### config.mk
export PLATFORM = sky130hd
export DESIGN_NAME = dlf_div_seq
export DESIGN_NICKNAME = d
export VERILOG_FILES = /design/src/rtl/dlf_div_seq.sv
export SDC_FILE = /design/constraint.sdc
export NUM_CORES = 1
export LEC_CHECK = 0
export ABC_AREA = 1
export ABC_CLOCK_PERIOD_IN_PS = 2600
export CORE_MARGIN = 2
export CORE_UTILIZATION = 51
export DETAILED_ROUTE_END_ITERATION = 10
export PLACE_DENSITY = 0.83
export RECOVER_POWER = 25
export SLEW_MARGIN = 20
export SYNTH_ARGS = -nofsm -noshare
export SYNTH_HDL_FRONTEND = slang
export SYNTH_SLANG_ARGS = --single-unit
export TNS_END_PERCENT = 1
### constraint.sdc
create_clock -name clk -period 2.6 [get_ports clk]
set_input_delay 0.52 -clock clk [delete_from_list [all_inputs] [get_ports clk]]
set_output_delay 0.52 -clock clk [all_outputs]
set_load 0.005 [all_outputs]
### src/rtl/dlf_div_seq.sv
// Sequential DLFloat divider.
// Special operands bypass the datapath. Normal operands run a radix-2 restoring
// mantissa iteration, then one rounding step (RNE or truncate). Both sides use
// valid/ready handshakes.
module dlf_div_seq #(
  parameter int EXP_W = 6,
  parameter int MAN_W = 9
) (
  input  logic                 clk,
  input  logic                 rst_n,
  input  logic                 in_valid,
  output logic                 in_ready,
  input  logic [EXP_W+MAN_W:0] a,
  input  logic [EXP_W+MAN_W:0] b,
  input  logic                 rnd_mode,
  output logic                 out_valid,
  input  logic                 out_ready,
  output logic [EXP_W+MAN_W:0] result,
  output logic [4:0]           flags
);
  localparam int W      = 1 + EXP_W + MAN_W;
  localparam int Q_BITS = MAN_W + 3;
  localparam int RW     = MAN_W + 2;
  localparam int EW     = EXP_W + 2;
  localparam int CW     = $clog2(Q_BITS + 1);
  localparam logic signed [EW-1:0] BIAS  = EW'((1 << (EXP_W - 1)) - 1);
  localparam logic signed [EW-1:0] EMAX  = EW'((1 << EXP_W) - 1);
  localparam logic signed [EW-1:0] ONE   = EW'(1);
  localparam logic signed [EW-1:0] ZERO  = EW'(0);
  localparam logic [CW-1:0]        LAST  = CW'(Q_BITS - 1);

  typedef enum logic [1:0] {IDLE, DIVIDE, ROUND, DONE} state_t;

  state_t                  state_q, state_d;
  logic [CW-1:0]           cnt_q, cnt_d;
  logic [RW-1:0]           rem_q, rem_d;
  logic [Q_BITS-1:0]       quo_q, quo_d;
  logic [MAN_W:0]          mb_q, mb_d;
  logic signed [EW-1:0]    exp_q, exp_d;
  logic                    sign_q, sign_d;
  logic                    rnd_q, rnd_d;
  logic                    out_valid_q, out_valid_d;
  logic [W-1:0]            result_q, result_d;
  logic [4:0]              flags_q, flags_d;

  // Operand field decode
  logic [EXP_W-1:0] a_exp, b_exp;
  logic [MAN_W-1:0] a_frac, b_frac;
  logic a_zero, b_zero, a_inf, b_inf, a_nan, b_nan, in_sign, in_special;
  logic signed [EW-1:0] exp_in;

  assign a_exp      = a[W-2:MAN_W];
  assign b_exp      = b[W-2:MAN_W];
  assign a_frac     = a[MAN_W-1:0];
  assign b_frac     = b[MAN_W-1:0];
  assign a_zero     = (a_exp == '0);
  assign b_zero     = (b_exp == '0);
  assign a_inf      = (&a_exp) && (a_frac == '0);
  assign b_inf      = (&b_exp) && (b_frac == '0);
  assign a_nan      = (&a_exp) && (&a_frac);
  assign b_nan      = (&b_exp) && (&b_frac);
  assign in_sign    = a[W-1] ^ b[W-1];
  assign in_special = a_nan | b_nan | a_zero | b_zero | a_inf | b_inf;
  assign exp_in     = $signed({2'b00, a_exp}) - $signed({2'b00, b_exp}) + BIAS;

  // One restoring step: subtract the divisor when it fits, then shift
  logic          div_ge;
  logic [RW-1:0] rem_sub;
  assign div_ge  = (rem_q >= {1'b0, mb_q});
  assign rem_sub = div_ge ? (rem_q - {1'b0, mb_q}) : rem_q;

  // Special-case result selection in priority order
  logic [W-1:0] spec_res;
  logic [4:0]   spec_flg;
  always_comb begin
    spec_res = {in_sign, {(W-1){1'b0}}};
    spec_flg = 5'b00000;
    if (a_nan || b_nan) begin
      spec_res = {in_sign, {EXP_W{1'b1}}, {MAN_W{1'b1}}};
    end else if ((a_zero && b_zero) || (a_inf && b_inf)) begin
      spec_res = {in_sign, {EXP_W{1'b1}}, {MAN_W{1'b1}}};
      spec_flg = 5'b10000;
    end else if (b_zero && !a_inf) begin
      spec_res = {in_sign, {EXP_W{1'b1}}, {MAN_W{1'b0}}};
      spec_flg = 5'b01000;
    end else if (a_inf) begin
      spec_res = {in_sign, {EXP_W{1'b1}}, {MAN_W{1'b0}}};
    end
  end

  // Normalise, round and range-check the finished quotient
  logic                 norm, guard, sticky, inc, nx;
  logic [MAN_W-1:0]     frac_t;
  logic [MAN_W:0]       frac_inc;
  logic signed [EW-1:0] exp_t, exp_r;
  logic [W-1:0]         rnd_res;
  logic [4:0]           rnd_flg;
  always_comb begin
    norm = quo_q[Q_BITS-1];
    if (norm) begin
      frac_t = quo_q[MAN_W+1:2];
      guard  = quo_q[1];
      sticky = quo_q[0] | (rem_q != '0);
      exp_t  = exp_q;
    end else begin
      frac_t = quo_q[MAN_W:1];
      guard  = quo_q[0];
      sticky = (rem_q != '0);
      exp_t  = exp_q - ONE;
    end
    inc      = ~rnd_q & guard & (sticky | frac_t[0]);
    frac_inc = {1'b0, frac_t} + {{MAN_W{1'b0}}, inc};
    exp_r    = frac_inc[MAN_W] ? (exp_t + ONE) : exp_t;
    nx       = guard | sticky;
    if (exp_r >= EMAX) begin
      rnd_res = {sign_q, {(EXP_W-1){1'b1}}, 1'b0, {MAN_W{1'b1}}};
      rnd_flg = 5'b00101;
    end else if (exp_r <= ZERO) begin
      rnd_res = {sign_q, {(W-1){1'b0}}};
      rnd_flg = 5'b00011;
    end else begin
      rnd_res = {sign_q, exp_r[EXP_W-1:0], frac_inc[MAN_W-1:0]};
      rnd_flg = {4'b0000, nx};
    end
  end

  // Control FSM and datapath next-state
  always_comb begin
    state_d     = state_q;
    cnt_d       = cnt_q;
    rem_d       = rem_q;
    quo_d       = quo_q;
    mb_d        = mb_q;
    exp_d       = exp_q;
    sign_d      = sign_q;
    rnd_d       = rnd_q;
    out_valid_d = out_valid_q;
    result_d    = result_q;
    flags_d     = flags_q;
    case (state_q)
      IDLE: begin
        if (in_valid) begin
          sign_d = in_sign;
          rnd_d  = rnd_mode;
          mb_d   = {1'b1, b_frac};
          rem_d  = {2'b01, a_frac};
          quo_d  = '0;
          cnt_d  = '0;
          exp_d  = exp_in;
          if (in_special) begin
            result_d = spec_res;
            flags_d  = spec_flg;
            state_d  = DONE;
          end else begin
            state_d  = DIVIDE;
          end
        end
      end
      DIVIDE: begin
        rem_d = {rem_sub[RW-2:0], 1'b0};
        quo_d = {quo_q[Q_BITS-2:0], div_ge};
        cnt_d = cnt_q + CW'(1);
        if (cnt_q == LAST) state_d = ROUND;
      end
      ROUND: begin
        result_d = rnd_res;
        flags_d  = rnd_flg;
        state_d  = DONE;
      end
      DONE: begin
        if (!out_valid_q) begin
          out_valid_d = 1'b1;
        end else if (out_ready) begin
          out_valid_d = 1'b0;
          state_d     = IDLE;
        end
      end
      default: state_d = IDLE;
    endcase
  end

  // State and datapath registers
  always_ff @(posedge clk or negedge rst_n) begin
    if (!rst_n) begin
      state_q     <= IDLE;
      cnt_q       <= '0;
      rem_q       <= '0;
      quo_q       <= '0;
      mb_q        <= '0;
      exp_q       <= '0;
      sign_q      <= 1'b0;
      rnd_q       <= 1'b0;
      out_valid_q <= 1'b0;
      result_q    <= '0;
      flags_q     <= '0;
    end else begin
      state_q     <= state_d;
      cnt_q       <= cnt_d;
      rem_q       <= rem_d;
      quo_q       <= quo_d;
      mb_q        <= mb_d;
      exp_q       <= exp_d;
      sign_q      <= sign_d;
      rnd_q       <= rnd_d;
      out_valid_q <= out_valid_d;
      result_q    <= result_d;
      flags_q     <= flags_d;
    end
  end

  assign in_ready  = (state_q == IDLE);
  assign out_valid = out_valid_q;
  assign result    = result_q;
  assign flags     = flags_q;

endmodule

==> summary.md <==
| Metric | Value |
|---|---|
| Pre-antenna DRT Iters | 6 |
| Crit path time final | 2.75 ns |
| First-pass GRT wire length | 22,400 um |
| Layout Area Growth over Synthesis | 31.8% |
| Clock power frac | 11.6% |
| Placed insts | 923 |
| Post-Synthesis Cells | 688 |
| Ant diodes | 0 |
| Number of global-route vias before repair | 5,022 |
| Max-cap violations | 1 |
| Crit path launch type | register |
| Sw frac | 47.6% |
| Port bufs | 59 |
| Flop pwr share | 24.7% |
| Clock latency on the worst-skew pair | 0.36 ns |
| Root Driver | clkbuf_8 |
| FILL cells | 791 |
| Post-synthesis cell type count | 42 |
| Post-Route Skew | 0.0131 ns |
| VDD IR-drop max | 707 uV |
| Dominant synthesized flop cell | dfrtp_1 |
| Worst setup margin | -0.149 ns |
| Fin crit share | 106% |
| Minimum hold slack | 0.469 ns |
| Crit path max fanout | 2 |
| P_sw | 3750 uW |
| Clk slew on worst S/H paths | 0.08 ns |
| Routed len/inst | 14.4 um |
| DR vias | 5,198 |
| Count leader, synth | nand2_1 |
| GRT Residual Overflow | 0 |
| Final setup vio count | 15 |
| Synth Cell Area | 4970 um^2 |
| DRC Markers | 0 |
| Largest net degree at the start of global routing | 72 |
| Worst Path Required | 2.84 ns |
| Seq/Total Area, Yosys | 35.7% |
| Largest area contributor in the netlist | dfrtp_1 |
| Number of buffers created by CTS | 9 |
| Max Clock Freq | 364 MHz |
| CTS tree | done |
| Fin cells | 959 |
| Nets | 886 |
| Initial Util | 51.8% |
| Core area | 9590 um^2 |
| FF+latch count, synth | 71 |
| Tightest Pin Transition | 1.71 ns |
| EDFF count, synth | 0 |
| Setup TNS | -1.09 ns |
| Avg Cell Area, Syn | 7.23 um^2 |
| Min-Delay Path Class | reg -> reg |
| Syn_nets | 753 |
| CP Capture Type | register |
| Logic pwr share | 63.7% |
| Max clock buf depth | 2 |
| Initial antenna violation count | 0 |
| Post-synthesis async set-or-reset flop share | 100% |
| Chip width | 103 um |
| Total Routing Usage GR | 26.9% |
| Pleak | 0.00328 uW |
| RSZ-0062 raised after global routing | true |
| Fin. Hold Viols | 0 |
| I/O Pins | 60 |
| Top cells by area, synth | dfrtp_1 36%, nand2_1 14%, inv_1 7.5% |
| Tot Pwr | 7870 uW |
| Initial DRC count | 334 |
| Rows | 36 |
| Setup CP Type | reg -> reg |
| Internal | 4120 uW |
| Slew Viols, Final | 72 |
| Status | finished with violations |
| Post-route ant nets | 0 |
| Failing checks | capacitance limit, slew limit, setup timing |
| P per Cell Area | 1200 nW/um^2 |
| Top cells by count, synth | 180 x nand2_1, 99 x inv_1, 71 x dfrtp_1 |
| H-tree Lvls | 3 |
| Chip height | 103 um |
| WP data arrival | 2.99 ns |
| Synthesis Warnings | 0 |
| Rel. slew slack | -14.2% |
| DP Wirelength | 10,100 um |
| CTS sink count | 71 |
| WL final | 13,800 um |
| Share of layout cells above drive strength 1 | 18.2% |
| Area share of the largest cell type after synthesis | 35.7% |
| Die area | 10,600 um^2 |
| Gpl congestion | 0.929 |
| DR vias/cell | 5.42 |
## power groups by stage
| stage | clock network, uW | registers, uW | logic, uW |
|---|---|---|---|
| final | 914 | 1940 | 5020 |
| after global routing | 955 | 1990 | 5650 |
| after CTS | 910 | 1930 | 4720 |
| after detailed placement | 0 | 1950 | 4640 |
| after global placement | 0 | 1910 | 4470 |
| after floorplan | 0 | 1880 | 3060 |
## flip-flops by register name, summed over array words and instances, names as in the netlist
signal,count
flags,5
mb_q,10
out_valid,1
cnt_q,4
result,16
rem_q,11
quo_q,12
rnd_q,1
sign_q,1
exp_q,8
state_q,2
## logic make-up after synthesis
group | count (synthesis) | synth area share [%]
buf+inv | 119 | 9.41
compound gates | 131 | 14.8
flops | 71 | 35.7
fa+ha+maj | 28 | 7.35
simple gates | 315 | 28.5
xor+xnor | 24 | 4.23
## stage by stage
stage          setup WS (ns)  utilization (%)  area, um^2
4_1_cts             0.000254             66.7        6400
3_5_place_dp          -0.266             63.4        6090
2_1_floorplan          0.225                -        4970
6_report              -0.149             68.3        6550
5_1_grt               -0.305             68.3        6550
3_3_place_gp          -0.213             63.4        6090
## per-layer routing
metal | global-route usage [%] | wire [um]
met1 | 31.8 | 5420
met3 | 3.39 | 685
met5 | 0 | 0
met4 | 12.8 | 567
met2 | 48.4 | 7120
## cell type report
class	count	area [um^2]	area share [%]
clock inverters	7	72.6	1.11
flip-flops and latches	71	1780	27.1
repair buffers	133	1140	17.4
inverters	106	403	6.15
multi-input cells	500	2870	43.8
well taps	133	166	2.54
clock buffers	9	124	1.89
## timing repair
action	4_1_cts	5_1_grt
gates resized for setup	5	30
gates cloned	1	1
buffers inserted	11	7
setup endpoints to repair	16	22
hold buffers	0	0
pin swaps	3	19
endpoints found under the hold margin	0	0
## worst max-delay path, stage by stage (launching register included)
cell and delay, ns:
dfrtp_1 0.40, nor4_2 0.27, buf_4 0.16, nand3_2 0.08, a21oi_2 0.17, buf_4 0.14
buf_4 0.10, buf_4 0.10, buf_4 0.10, buf_4 0.10, buf_4 0.10, buf_4 0.11
buf_4 0.09, buf_4 0.08, buf_4 0.09, buf_4 0.09, buf_4 0.09, buf_4 0.09
nand2_1 0.06, o21ai_1 0.15, nand3_1 0.08
## path summary, 6_finish.rpt
kind | startpoint | to | slack (ns) | cells past startpoint
max | rem_q[2]$_DFFE_PN0P_ | flags[0]$_DFFE_PN0P_ | -0.15 | 20
min | mb_q[9]$_DFFE_PN0P_ | mb_q[9]$_DFFE_PN0P_ | 0.47 | 2
max reg2reg | rem_q[2]$_DFFE_PN0P_ | flags[0]$_DFFE_PN0P_ | -0.15 | 20
min reg2reg | mb_q[9]$_DFFE_PN0P_ | mb_q[9]$_DFFE_PN0P_ | 0.47 | 2
max in group asynchronous | rst_n | quo_q[11]$_DFFE_PN0P_ | 0.79 | 2
min in group asynchronous | rst_n | result[3]$_DFFE_PN0P_ | 0.69 | 2
## cells in the final DEF, fill, tap and decap left out, types with 16 or more instances in the layout
cell               n
ha_1              25
dfrtp_1           70
clkdlybuf4s50_1   58
a21oi_1           26
xor2_1            18
nand3_1           37
nand2_1          174
o21ai_0           54
nand4_1           16
nor2_1            40
buf_4             73
inv_1             97
Power figures use the tool's default switching activity.
